`src/rtl/lsu_addr_queue.sv`:
```
// LSU front end: in-order queue of AGU ops, alignment check, one outstanding
// load to data memory, tagged writeback of load data and store completions.
module lsu_addr_queue #(
    parameter int DEPTH = 4,
    parameter int TAG_W = 6
) (
    input  logic                       clk,
    input  logic                       rst,
    input  logic                       agu_valid,
    output logic                       agu_ready,
    input  logic [31:0]                agu_addr,
    input  logic                       agu_is_store,
    input  logic [2:0]                 agu_funct3,
    input  logic [31:0]                agu_wdata,
    input  logic [TAG_W-1:0]           agu_tag,
    input  logic                       flush,
    output logic                       mem_req_valid,
    input  logic                       mem_req_ready,
    output logic [31:0]                mem_addr,
    output logic                       mem_we,
    output logic [3:0]                 mem_wstrb,
    output logic [31:0]                mem_wdata,
    input  logic                       mem_resp_valid,
    input  logic [31:0]                mem_rdata,
    output logic                       wb_valid,
    output logic [TAG_W-1:0]           wb_tag,
    output logic [31:0]                wb_data,
    output logic                       wb_is_load,
    output logic                       wb_exc,
    output logic [$clog2(DEPTH+1)-1:0] count
);

    localparam int PW = $clog2(DEPTH);
    localparam int CW = $clog2(DEPTH+1);

    typedef struct packed {
        logic [31:0]      addr;
        logic             is_store;
        logic [2:0]       funct3;
        logic [31:0]      wdata;
        logic [TAG_W-1:0] tag;
    } entry_t;

    typedef enum logic [1:0] {IDLE, WAIT_RESP, DRAIN} state_t;

    entry_t            fifo_q [DEPTH];
    logic [PW-1:0]     head_q, tail_q;
    logic [CW-1:0]     count_q;
    state_t            state_q, state_d;

    logic              wb_valid_q, wb_valid_d;
    logic [TAG_W-1:0]  wb_tag_q, wb_tag_d;
    logic [31:0]       wb_data_q, wb_data_d;
    logic              wb_is_load_q, wb_is_load_d;
    logic              wb_exc_q, wb_exc_d;

    entry_t            head;
    logic [1:0]        off;
    logic [2:0]        f3;
    logic              empty, enq, deq, exc;
    logic [3:0]        strb;
    logic [31:0]       sh, ld_data;

    assign agu_ready = (count_q != CW'(DEPTH));
    assign empty     = (count_q == '0);
    assign enq       = agu_valid && agu_ready;
    assign head      = fifo_q[head_q];
    assign off       = head.addr[1:0];
    assign f3        = head.funct3;

    // Illegal width code, unsigned store, or misaligned halfword/word.
    assign exc = (f3 == 3'b011) || (f3 == 3'b110) || (f3 == 3'b111)
              || (head.is_store && f3[2])
              || ((f3[1:0] == 2'b01) && head.addr[0])
              || ((f3 == 3'b010) && (off != 2'b00));

    always_comb begin
        strb = 4'b1111;
        case (f3[1:0])
            2'b00:   strb = 4'b0001 << off;
            2'b01:   strb = 4'b0011 << off;
            default: strb = 4'b1111;
        endcase
    end

    assign mem_addr  = mem_req_valid ? {head.addr[31:2], 2'b00} : '0;
    assign mem_we    = mem_req_valid && head.is_store;
    assign mem_wstrb = mem_we ? strb : 4'b0000;
    assign mem_wdata = mem_req_valid ? (head.wdata << {off, 3'b000}) : '0;

    assign sh = mem_rdata >> {off, 3'b000};

    always_comb begin
        ld_data = sh;
        case (f3)
            3'b000:  ld_data = {{24{sh[7]}}, sh[7:0]};
            3'b001:  ld_data = {{16{sh[15]}}, sh[15:0]};
            3'b100:  ld_data = {24'b0, sh[7:0]};
            3'b101:  ld_data = {16'b0, sh[15:0]};
            default: ld_data = sh;
        endcase
    end

    always_comb begin
        state_d       = state_q;
        deq           = 1'b0;
        mem_req_valid = 1'b0;
        wb_valid_d    = 1'b0;
        wb_tag_d      = head.tag;
        wb_data_d     = '0;
        wb_is_load_d  = !head.is_store;
        wb_exc_d      = 1'b0;
        case (state_q)
            IDLE: begin
                if (!empty) begin
                    if (exc) begin
                        deq        = 1'b1;
                        wb_valid_d = !flush;
                        wb_exc_d   = 1'b1;
                    end else begin
                        mem_req_valid = 1'b1;
                        if (mem_req_ready) begin
                            if (head.is_store) begin
                                deq        = 1'b1;
                                wb_valid_d = !flush;
                            end else begin
                                // A load launched while flushing still owes a response.
                                state_d = flush ? DRAIN : WAIT_RESP;
                            end
                        end
                    end
                end
            end
            WAIT_RESP: begin
                if (mem_resp_valid) begin
                    deq        = 1'b1;
                    wb_valid_d = !flush;
                    wb_data_d  = ld_data;
                    state_d    = IDLE;
                end else if (flush) begin
                    state_d = DRAIN;
                end
            end
            DRAIN: begin
                if (mem_resp_valid) state_d = IDLE;
            end
            default: state_d = IDLE;
        endcase
    end

    always_ff @(posedge clk or negedge rst) begin
        if (!rst) begin
            head_q  <= '0;
            tail_q  <= '0;
            count_q <= '0;
            state_q <= IDLE;
            for (int i = 0; i < DEPTH; i++) fifo_q[i] <= '0;
        end else begin
            state_q <= state_d;
            if (flush) begin
                head_q  <= '0;
                tail_q  <= '0;
                count_q <= '0;
            end else begin
                if (enq) begin
                    fifo_q[tail_q] <= '{agu_addr, agu_is_store, agu_funct3,
                                       agu_wdata, agu_tag};
                    tail_q <= tail_q + PW'(1);
                end
                if (deq) head_q <= head_q + PW'(1);
                count_q <= count_q + CW'(enq) - CW'(deq);
            end
        end
    end

    always_ff @(posedge clk or negedge rst) begin
        if (!rst) begin
            wb_valid_q   <= 1'b0;
            wb_tag_q     <= '0;
            wb_data_q    <= '0;
            wb_is_load_q <= 1'b0;
            wb_exc_q     <= 1'b0;
        end else begin
            wb_valid_q <= wb_valid_d;
            if (wb_valid_d) begin
                wb_tag_q     <= wb_tag_d;
                wb_data_q    <= wb_data_d;
                wb_is_load_q <= wb_is_load_d;
                wb_exc_q     <= wb_exc_d;
            end
        end
    end

    assign wb_valid   = wb_valid_q;
    assign wb_tag     = wb_tag_q;
    assign wb_data    = wb_data_q;
    assign wb_is_load = wb_is_load_q;
    assign wb_exc     = wb_exc_q;
    assign count      = count_q;

endmodule

```
`config.mk`:
```
export PLATFORM = sky130hd
export DESIGN_NAME = lsu_addr_queue
export DESIGN_NICKNAME = d
export VERILOG_FILES = /design/src/rtl/lsu_addr_queue.sv
export SDC_FILE = /design/constraint.sdc
export NUM_CORES = 1
export LEC_CHECK = 0
export BUFFER_PORTS_ARGS = -buffer_cell sky130_fd_sc_hd__clkbuf_2
export CAP_MARGIN = 10
export CORE_MARGIN = 2
export CORE_UTILIZATION = 32
export DETAILED_ROUTE_END_ITERATION = 7
export HOLD_SLACK_MARGIN = 0.15
export PLACE_DENSITY_LB_ADDON = 0.05
export SETUP_SLACK_MARGIN = 0.1
export SLEW_MARGIN = 15
export SYNTH_ARGS = -nofsm -noshare
export SYNTH_HDL_FRONTEND = slang
export SYNTH_SLANG_ARGS = --single-unit
```
`constraint.sdc`:
```
create_clock -name clk -period 4.15 [get_ports clk]
set_input_delay 0.83 -clock clk [delete_from_list [all_inputs] [get_ports clk]]
set_output_delay 0.83 -clock clk [all_outputs]
set_load 0.02 [all_outputs]
```
Word level (Yosys, flattened, before mapping)

Index checks and enable logic that the tools add are counted.
W data, S select, Z words.

Add/sub/neg operators: 4
Magnitude comparators: 3
Bitwise logic cells: 3
Muxes and demuxes: 45
Shift-type cells: 4
Reductions and logical operators: 22
Equality and inequality tests: 17

Operators by type and width:

| operator              | count |
|---|---|
| $bwmux W296           | 1 |
| $mux W74              | 3 |
| $bmux W74 S2          | 1 |
| $demux W74 S2         | 1 |
| $mux W32              | 4 |
| $pmux W32 S4          | 1 |
| $shl A32 B5 Y32       | 1 |
| $shr A32 B5 Y32       | 1 |
| $mux W2               | 12 |
| $mux W1               | 16 |
| $eq A3 B3 Y1 const B  | 4 |
| $ne A2 B2 Y1 const B  | 5 |
| $pmux W4 S2           | 1 |
| $eq A3 B2 Y1 const B  | 2 |
| $ge A3 B3 Y1 const B  | 2 |
| $logic_and A1 B1 Y1   | 6 |
| $logic_not A3 Y1      | 2 |
| $ne A3 B3 Y1 const B  | 2 |
| $not A2 Y3            | 2 |
| $pmux W2 S3           | 1 |
| $reduce_and A6 Y1     | 1 |
| $reduce_bool A2 Y1    | 3 |
| $logic_or A1 B1 Y1    | 5 |
| $add A2 B1 Y2 const B | 2 |
| 15 further kinds      | 19 |

Word-level logic and storage cells: 127
Register bits: 346
Input port bits: 112
Output and inout port bits: 115

Logic depth before layout (Yosys ltp)

Word-level depth: 15
Mapped depth: 12
Depth with buffers taken out: 10

Worst setup path before layout

Ideal clock, no wire load.

Path kind: reg-to-output
From: reg head_q[0]
To: out mem_wdata[29]
Path slack: 741 ps
Stages on the path, launching flop included: 9
Data arrival time: 2579 ps
Required time: 3320 ps
Cell sequence: dfrtp_1 > buf_6 > buf_2 > mux4_2 > a221o_1 > nand2_2 > nand3_4 > buf_2 > a211oi_1

Cells in the longest elaborated chain, start to end: 14
Elaborated cells on any way between the ends: 23
Classes of those cells: 5 x eq/ne; 1 x shift; 7 x mux; 1 x bitwise; 9 x reduce/logical

RTL lines:

| what                                                | line | text |
|---|---|---|
| from (decl)                                         | 47   | `logic [PW-1:0] head_q, tail_q;` |
| from (signal assigned)                              | 170  | `if (deq) head_q <= head_q + PW'(1);` |
| $not A2 Y3 (implied by the code) *                  | 67   | `assign head = fifo_q[head_q];` |
| $bmux W74 S2 *                                      | 67   |  |
| $mux W74 (implied by the code) * (2 in series)      | 67   |  |
| $eq A3 B2 Y1 / $eq A3 B3 Y1 (equally long branches) | 72   | `assign exc = (f3 == 3'b011) \|\| (f3 == 3'b110) \|\| (f3 == 3'b111)` |
| $logic_or A1 B1 Y1 (2 in series)                    | 72   |  |
| $logic_or A1 B1 Y1                                  | 73   | `\|\| (head.is_store && f3[2])` |
| $logic_or A1 B1 Y1                                  | 74   | `\|\| ((f3[1:0] == 2'b01) && head.addr[0])` |
| $logic_or A1 B1 Y1                                  | 75   | `\|\| ((f3 == 3'b010) && (off != 2'b00));` |
| $mux W1                                             | 116  | `if (exc) begin` |
| $mux W1                                             | 115  | `if (!empty) begin` |
| $mux W1                                             | 113  | `case (state_q)` |
| $mux W32 *                                          | 89   | `assign mem_wdata = mem_req_valid ? (head.wdata << {off, 3'b000}) : '0;` |
| to (decl)                                           | 22   | `output logic [31:0] mem_wdata,` |

Mark *: on every way between the ends. The rest lies on a longest branch, timed or not. The select of a mux whose other input is x is not followed.

Worst setup path in the final report

From: reg head_q[0]
To: out mem_wdata[25]

Same word-level chain as after synthesis.

==> impl_metrics.csv <==
group,metric,value,unit
run_status,outcome,"complete, no violations",
setup_path,max_stage_delay,0.66,ns
timing,maxSlewViolCount,0,
timing,fin_setup_tns,0,ns
setup_path,crit_family,"simple AND/OR/NAND/NOR gates",
synthesis,synthCells,1105,
floorplanning,core_area,0.05017,mm^2
cells_and_area,drive_above_1_share,53.81,%
floorplanning,die_x,229.3,um
synthesis,yosysSeqAreaShare,53.30,%
cells_and_area,area_delta_synth_final,22.42,%
placement,hpwl,29.46,mm
setup_path,crit_start,"head_q[0]$_DFFE_PN0P_",
setup_path,crit_path_end_kind,"output pin",
global_routing,grt_pass1_wl,69.60,mm
clock_network,htree_levels,2,
cells_and_area,final_nets,1457,
timing,period_share,96.29,%
synthesis,async_reset_ff_share,100.0,%
placement,routabilityCongestion,0.7846,
global_routing,grt_remaining_overflow,0,
clock_network,clockRootBuffer,"clkbuf_16",
clock_network,cts_tree,"done",
setup_path,r2r-end,"count[2]$_DFF_PN0_",
timing,setup_viol,0,
placement,pre_cts_slack,0.3143,ns
global_routing,grt_antenna_before_repair,4,
detailed_routing,viasPerCell,4.997,
synthesis,synth-seq-cells,346,
placement,numPortBuffers,224,
timing,max_freq,250.2,MHz
pwr,powerDensity,842.4,mW/mm^2
setup_path,r2r-start,"head_q[0]$_DFFE_PN0P_",
setup_path,cp_num_buf_inv,2,
timing,setup_slack,0.1539,ns
global_routing,grt_pass1_vias,10790,
detailed_routing,dr.pass1.iters,6,
clock_network,hold_buffers,0,
pwr,combPwrFrac,44.6,%
timing,worst_pin_slew,0.9208,ns
floorplanning,initial_core_util,32.38,%
pwr,peakVddDrop,0.5159,mV
clock_network,path_clk_slew,0.06,ns
placement,place_area,0.01814,mm^2
hold_path,hold_path.class,"in -> async",
detailed_routing,dr_total_vias,10190,
cells_and_area,fillCellCount,4789,
timing,rsz0062_at_grt,"yes",
setup_path,cp_data_arrival_time,3.17,ns
floorplanning,die_h,229.3,um
synthesis,synthFlopType,"dfrtp_1",
clock_network,numCtsBuffers,42,
clock_network,cts_max_path_buffers,3,
synthesis,synth_area,0.01624,mm^2
detailed_routing,final_antenna_net_count,0,
setup_path,cp-start-kind,"flip-flop",
synthesis,yosys_warnings,0,
detailed_routing,wl_per_cell,22.41,um
pwr,p_int,0.01064,W
global_routing,grt_usage,17.27,%
pwr,leakagePower,9.261,nW
floorplanning,fp-row-count,82,
detailed_routing,routed_wl,45.70,mm
timing,max_slew_margin,38.62,%
pwr,switching_share,36.46,%
setup_path,cp_num_cells,7,
floorplanning,dieArea,0.05258,mm^2
setup_path,crit_chain,"mux4_2 -> or4_4 -> nand2_4 -> nand3_4 -> buf_8 -> a211oi_1 -> buf_2",
clock_network,clkLatencyLatePin,0.56,ns
cells_and_area,design_area,0.01988,mm^2
setup_path,crit_slowest_cell,"mux4_2",
detailed_routing,drcViolationCount,0,
setup_path,critPathRequiredTime,3.32,ns
job,maxCapViolations,0,
timing,hold_viol,0,
setup_path,path_class,"reg -> out",
pwr,p_clk_share,22.7,%
synthesis,avgSynthCellArea,14.70,um^2
setup_path,r2r_cells,13,
clock_network,clock-sinks,346,
floorplanning,ios,227,
setup_path,rrSetupSlack,0.46,ns
setup_path,cp-endpoint,"mem_wdata[25]",
timing,skew,0.01466,ns
pwr,netSwitchingPower,0.006108,W
timing,period_needed,3.996,ns
synthesis,ys_types,52,
global_routing,grt_max_degree,101,
pwr,p_seq_share,32.7,%
detailed_routing,drt_first_iter_violations,435,
synthesis,synth_edf_count,0,
setup_path,critPathMaxFanout,15,
pwr,p_total,0.01675,W
cells in the final DEF, fill, tap and decap left out, types with 7 or more instances in the layout:
cell type	n
a22oi_1	8
mux2i_1	37
mux4_2	73
nor2b_1	17
mux2_1	7
clkbuf_16	45
and3_1	10
a221o_1	9
clkbuf_1	10
o2bb2ai_1	16
clkbuf_2	195
a211o_1	8
buf_12	10
and2_1	27
clkbuf_8	7
a211oi_1	28
inv_1	9
dfrtp_1	344
buf_2	15
buf_4	38
mux2_2	302
nor2_1	46
a21oi_1	15
final cells by class:
type / instances / area, um^2 / area share [%]
Sequential cell: 346 / 8666 / 43.58
Timing Repair Buffer: 269 / 1688 / 8.489
Inverter: 12 / 57.56 / 0.2895
Antenna cell: 1 / 2.502 / 0.01258
Clock inverter: 12 / 197.7 / 0.9942
Tap cell: 672 / 840.8 / 4.229
Multi-Input combinational cell: 666 / 7213 / 36.28
Clock buffer: 60 / 1210 / 6.085
Timing Repair inverter: 1 / 8.758 / 0.04405
metal layers:
layer	routed length [um]	vias to the layer above	GRT usage [%]
met5	38	-	0
met1	21240	5329	23.88
li1	-	4574	-
met2	21450	213	27.60
met3	2120	67	3.984
met4	851	6	3.957
power groups by stage:
stage / registers [W] / clock network [W] / logic (W)
final: 0.00547 / 0.00380 / 0.00747
after detailed placement: 0.00554 / 0 / 0.00698
after CTS: 0.00548 / 0.00394 / 0.00716
after floorplan: 0.00545 / 0 / 0.00488
after global routing: 0.00566 / 0.00408 / 0.00810
after global placement: 0.00554 / 0 / 0.00693
kinds of logic after synthesis:
family | share of synthesized area (%)
and+or+nand+nor | 4.529
other | 0.02309
DFF | 53.30
AOI/OAI and AO/OA | 4.653
muxes | 33.96
buffers and inverters | 2.727
xor gates and xnor gates | 0.2157
adders and majority gates | 0.5854
how the worst min path moves through the flow:
stage                     cells past startpoint               startpoint                      end
after floorplan                               1  fifo_q[100]$_DFFE_PN0P_  fifo_q[100]$_DFFE_PN0P_
after CTS                                     1                      rst  wb_data[28]$_DFFE_PN0P_
after global routing                          1                      rst  wb_data[28]$_DFFE_PN0P_
after detailed placement                      1  wb_data[16]$_DFFE_PN0P_  wb_data[16]$_DFFE_PN0P_
after global placement                        1  wb_data[22]$_DFFE_PN0P_  wb_data[22]$_DFFE_PN0P_
final                                         1                      rst  wb_data[28]$_DFFE_PN0P_
Yosys cell counts (10+ instances only):
master     count  area share [%]
a211oi_1      30             1.4
a21oi_1       15            0.46
and2_1        30             1.2
and3_1        10            0.39
buf_2         45             1.4
clkbuf_1      27            0.62
dfrtp_1      346              53
mux2_2       302              21
mux2i_1       37             2.3
mux4_2        74              10
nand2_1       11            0.25
nor2_1        47             1.1
nor2b_1       18            0.69
o2bb2ai_1     16            0.86
sequential cells by signal, indices dropped and copies added (netlist names):
| signal | cells |
|---|---|
| wb_is_load | 1 |
| wb_data | 32 |
| tail_q | 2 |
| wb_tag | 6 |
| state_q | 2 |
| fifo_q | 296 |
| wb_exc | 1 |
| wb_valid | 1 |
| count | 3 |
| head_q | 2 |
metrics by stage:
| stage | utilization (%) | hold WS (ns) | std cells |
|---|---|---|---|
| after floorplan | - | 0.4739 | 1106 |
| after global placement | 36.15 | 0.4733 | 1947 |
| after detailed placement | 36.15 | 0.4764 | 1947 |
| after CTS | 39.22 | 0.3127 | 2028 |
| after global routing | 39.63 | 0.3083 | 2038 |
| final | 39.63 | 0.2429 | 2039 |
timing repair:
| item | CTS | global route |
|---|---|---|
| gates cloned | 0 | 4 |
| buffers inserted | 9 | 6 |
| setup endpoints to repair | 68 | 65 |
| resized for setup | 15 | 53 |
worst reg2reg max path, delay by kind of cell, from the launching register on:
| kind | cells | cell delay (ns) |
|---|---|---|
| AO/OA/AOI/OAI | 1 | 0.60 |
| XOR/XNOR | 1 | 0.16 |
| adder cells (fa/ha/maj) | 3 | 0.89 |
| buffers and inverters | 5 | 0.84 |
| flip-flops | 1 | 0.53 |
| multiplexers | 1 | 0.36 |
| AND/OR/NAND/NOR | 2 | 0.19 |
Power figures use the tool's default switching activity.
